[config.mk]
export PLATFORM = sky130hd
export DESIGN_NAME = router_out_arbiter
export DESIGN_NICKNAME = d
export VERILOG_FILES = /design/src/rtl/router_out_arbiter.sv
export SDC_FILE = /design/constraint.sdc
export NUM_CORES = 1
export LEC_CHECK = 0
export BUFFER_PORTS_ARGS = -buffer_cell sky130_fd_sc_hd__buf_2
export CAP_MARGIN = 0
export CORE_AREA = 2 2 39 41
export DETAILED_ROUTE_END_ITERATION = 10
export DIE_AREA = 0 0 41 43
export GPL_ROUTABILITY_DRIVEN = 0
export PLACE_DENSITY = 0.78
export SETUP_SLACK_MARGIN = 0.05
export SYNTH_ARGS = -nofsm -noshare
export SYNTH_HDL_FRONTEND = slang
export SYNTH_SLANG_ARGS = --single-unit
export TNS_END_PERCENT = 1
[constraint.sdc]
create_clock -name clk_i -period 6.2 [get_ports clk_i]
set_clock_uncertainty 0.05 [all_clocks]
set_input_delay 0.93 -clock clk_i [delete_from_list [all_inputs] [get_ports clk_i]]
set_output_delay 0.93 -clock clk_i [all_outputs]
set_load 0.03 [all_outputs]
[src/rtl/router_out_arbiter.sv]
// Output-port arbiter for the mesh router: round-robin grant with wormhole
// locking from head to tail flit, gated by credit-based downstream flow control.
module router_out_arbiter #(
  parameter int unsigned NREQ    = 4,
  parameter int unsigned CREDITS = 4,
  localparam int unsigned SW     = $clog2(NREQ),
  localparam int unsigned CW     = $clog2(CREDITS + 1)
) (
  input  logic            clk_i,
  input  logic            rst_i,
  input  logic [NREQ-1:0] valid_i,
  input  logic [NREQ-1:0] tail_i,
  output logic [NREQ-1:0] ready_o,
  output logic            out_valid_o,
  output logic [SW-1:0]   out_sel_o,
  input  logic            credit_i,
  output logic [CW-1:0]   credits_o,
  output logic            busy_o,
  output logic            ovf_o
);

  typedef enum logic {
    IDLE   = 1'b0,
    LOCKED = 1'b1
  } state_e;

  state_e        state_q, state_d;
  logic [SW-1:0] owner_q, owner_d;
  logic [SW-1:0] ptr_q, ptr_d;
  logic [SW-1:0] pick_c;
  logic [SW-1:0] next_ptr_c;
  logic [CW-1:0] credits_q, credits_d;
  logic          ovf_q, ovf_d;
  logic          transfer_c;
  logic          found_c;
  int unsigned   idx_c;

  // Round-robin search: first requester at or after ptr, wrapping modulo NREQ.
  always_comb begin
    pick_c  = ptr_q;
    found_c = 1'b0;
    idx_c   = 0;
    for (int unsigned i = 0; i < NREQ; i++) begin
      idx_c = (32'(ptr_q) + i) % NREQ;
      if (!found_c && valid_i[SW'(idx_c)]) begin
        found_c = 1'b1;
        pick_c  = SW'(idx_c);
      end
    end
  end

  assign next_ptr_c = (owner_q == SW'(NREQ - 1)) ? '0 : owner_q + SW'(1);
  assign transfer_c = (state_q == LOCKED) && valid_i[owner_q] && (credits_q != '0);

  // Next-state, ownership and pointer update.
  always_comb begin
    state_d = state_q;
    owner_d = owner_q;
    ptr_d   = ptr_q;
    unique case (state_q)
      IDLE: begin
        if (|valid_i) begin
          state_d = LOCKED;
          owner_d = pick_c;
        end
      end
      LOCKED: begin
        if (transfer_c && tail_i[owner_q]) begin
          state_d = IDLE;
          ptr_d   = next_ptr_c;
        end
      end
    endcase
  end

  // Credit bookkeeping; a return at the ceiling is dropped and flagged.
  always_comb begin
    credits_d = credits_q;
    ovf_d     = ovf_q;
    if (transfer_c && !credit_i) begin
      credits_d = credits_q - CW'(1);
    end else if (!transfer_c && credit_i) begin
      if (credits_q == CW'(CREDITS)) begin
        ovf_d = 1'b1;
      end else begin
        credits_d = credits_q + CW'(1);
      end
    end
  end

  always_ff @(posedge clk_i) begin
    if (rst_i) begin
      state_q   <= IDLE;
      owner_q   <= '0;
      ptr_q     <= '0;
      credits_q <= CW'(CREDITS);
      ovf_q     <= 1'b0;
    end else begin
      state_q   <= state_d;
      owner_q   <= owner_d;
      ptr_q     <= ptr_d;
      credits_q <= credits_d;
      ovf_q     <= ovf_d;
    end
  end

  assign ready_o     = transfer_c ? (NREQ'(1) << owner_q) : '0;
  assign out_valid_o = transfer_c;
  assign out_sel_o   = owner_q;
  assign busy_o      = (state_q == LOCKED);
  assign credits_o   = credits_q;
  assign ovf_o       = ovf_q;

endmodule

==> flow_summary.json <==
{
  "synth_fa_ha_area_share_pct": 14.8,
  "antennaDiodeCount": 0,
  "drive_above_1_share_pct": 34.4,
  "drt-initial-drc-count": 4,
  "clock_path_buffers": 2,
  "sw_frac_of_total_pct": 34.9,
  "cts_htree_levels": 1,
  "grt_remaining_overflow": 0,
  "setup-violations-final": 0,
  "initial_core_util_pct": 46.5,
  "finalCriticalPeriod_ns": 3.21,
  "synthCells": 72,
  "io_buffers": 22,
  "grt_pass1_vias": 575,
  "power_frac_seq_pct": 41.5,
  "yosysSeqAreaShare_pct": 28.0,
  "syn-num-nets": 90,
  "antenna_left": 0,
  "vias": 618,
  "cp.arrival_ns": 2.23,
  "clkPwrFrac_pct": 29.6,
  "ctsHoldBuffers": 0,
  "synth-main-ff-cell": "dfxtp_1",
  "path_clk_slew_ns": 0.07,
  "yosysWarnings": 0,
  "root_buffer": "clkbuf_4",
  "dr.pass1.iters": 4,
  "async_reset_ff_share_pct": 0,
  "synth_edf_count": 0,
  "viasPerCell": 5.52,
  "fp-row-count": 14,
  "drc": 0,
  "io_pins": 23,
  "grt_max_degree": 10,
  "grt_setup_unrepaired": "false",
  "crit_type": "input port to primary output",
  "cp-start-kind": "input port",
  "timing.fmax_mhz": 311,
  "fin_nets": 115,
  "cp-end-kind": "primary output",
  "synth_compound_area_share_pct": 14.0,
  "ys_ff_latch": 9,
  "wl_per_cell_um": 12.5,
  "die-height_um": 43,
  "synth.area.mux_share_pct": 9.73,
  "crit_fanout": 7,
  "clk_latency_ns": 0.27,
  "power_mw": 0.162,
  "grt_pass1_wl_um": 2250,
  "worstPathRequired_ns": 5.22,
  "die-area_um2": 1760,
  "grt_antenna_before_repair": 0,
  "grt_use_total_pct": 19.0,
  "slew_headroom_pct": 53.7,
  "worst_pin_slew_ns": 0.686,
  "leakagePower_nw": 0.361,
  "chipWidth_um": 41,
  "outcome": "finished, final reports clean",
  "syn_avg_cell_area_um2": 8.93,
  "post_cts_buffers": 0,
  "power_density_nw_per_um2": 205,
  "dp_hpwl_um": 1100,
  "drv_slew": 0,
  "cts_tree": "built",
  "power.internal_mw": 0.105,
  "syn_to_final_growth_pct": 23.0,
  "coreArea_um2": 1380,
  "cts_resized": 0,
  "hp-class": "flip-flop to flip-flop",
  "ys_types": 29,
  "fin_crit_sh_pct": 51.8,
  "clock-sinks": 9,
  "finalHoldViolations": 0,
  "synth.cell_area_um2": 643,
  "synth_top_family_by_area": "simple AND/OR/NAND/NOR gates",
  "drv_cap": 0,
  "synth-xor-area-share_pct": 1.36,
  "ir_drop_mv": 0.106,
  "cts_made_buffers": 3,
  "combPwrFrac_pct": 28.9,
  "routed_wl_um": 1400,
  "synthSimpleGateAreaFrac_pct": 26.1,
  "p_sw_mw": 0.0565,
  "tns_ns": 0
}
[Yosys cell counts (2+ instances only)]
master / n / area, um^2
a21oi_1: 7 / 35.0
ha_1: 6 / 75.1
and2_2: 4 / 30.0
or3_1: 2 / 12.5
mux4_1: 2 / 52.6
nor2b_1: 4 / 25.0
inv_1: 8 / 30.0
nor2_1: 4 / 15.0
nor3_1: 4 / 20.0
dfxtp_1: 9 / 180
nand2_1: 4 / 15.0
[layout by cell type, fill, tap and decap left out, types with 2 or more instances in the layout]
master,synthesis,final
buf_2,1,22
dfxtp_1,9,9
inv_1,8,8
a21oi_1,7,7
ha_1,6,6
and2_2,4,4
nand2_1,4,4
nor3_1,4,4
nor2_1,4,4
nor2b_1,4,4
clkbuf_4,0,3
mux4_1,2,2
or3_1,2,2
[flip-flops by register name (all words and copies together), names as in the netlist]
register	flops
credits_o	3
out_sel_o	2
ptr_q	2
busy_o	1
ovf_o	1
[critical path, cell delays in order]
cell and delay, ns:
buf_2 0.12, mux4_1 0.54, and3_2 0.27, and2_2 0.20
buf_2 0.17
[kinds of logic (layout without fill, tap and decap cells)]
logic type	after synthesis	count (layout)
AO/OA/AOI/OAI	14	14
multiplexers	3	3
flip-flops	9	9
adder cells (fa/ha/maj)	7	7
XOR/XNOR	1	1
buffers and inverters	10	34
AND/OR/NAND/NOR	28	28
[cell type report]
type / count / area (um^2)
Clock buffer: 4 / 26.3
Fill cell: 142 / 593
Inverter: 8 / 30.0
Multi-Input combinational cell: 53 / 424
Sequential cell: 9 / 180
Tap cell: 16 / 20.0
Timing Repair Buffer: 22 / 110
[path summary, 6_finish.rpt]
kind / slack [ns] / cells past startpoint / end / startpoint
worst max-delay path: 2.99 / 5 / ready_o[3] / valid_i[1]
worst min-delay path: 0.43 / 2 / ovf_o / ovf_o
worst max register to register: 3.53 / 8 / credits_o[2] / out_sel_o[0]
worst min register to register: 0.43 / 2 / ovf_o / ovf_o
[power groups by stage]
stage | clock [mW] | sequential [mW] | combinational, mW
finish | 0.0479 | 0.0672 | 0.0468
global route | 0.0521 | 0.0680 | 0.0522
CTS | 0.0493 | 0.0672 | 0.0473
detailed placement | 0 | 0.0685 | 0.0470
global placement | 0 | 0.0682 | 0.0459
floorplan | 0 | 0.0737 | 0.0276
[through the flow]
stage	cell area, um^2	util, %	hold slack (ns)	setup WS [ns]	instances
after global routing	791	57.1	0.464	2.94	112
after detailed placement	764	55.2	0.419	2.99	108
final	791	57.1	0.428	2.99	112
after floorplan	643	-	0.396	3.11	72
after global placement	764	55.2	0.403	3.02	108
after CTS	791	57.1	0.434	2.99	112
[metal layers]
| metal | up-vias | part of all wire, % | GRT usage (%) |
|---|---|---|---|
| met5 | - | 0 | 0 |
| met1 | 289 | 42 | 20.0 |
| met3 | 5 | 6.8 | 4.71 |
| met4 | 0 | 2.2 | 12.0 |
| met2 | 24 | 48 | 31.3 |
| li1 | 300 | - | - |
(Power assumes the default switching activity.)
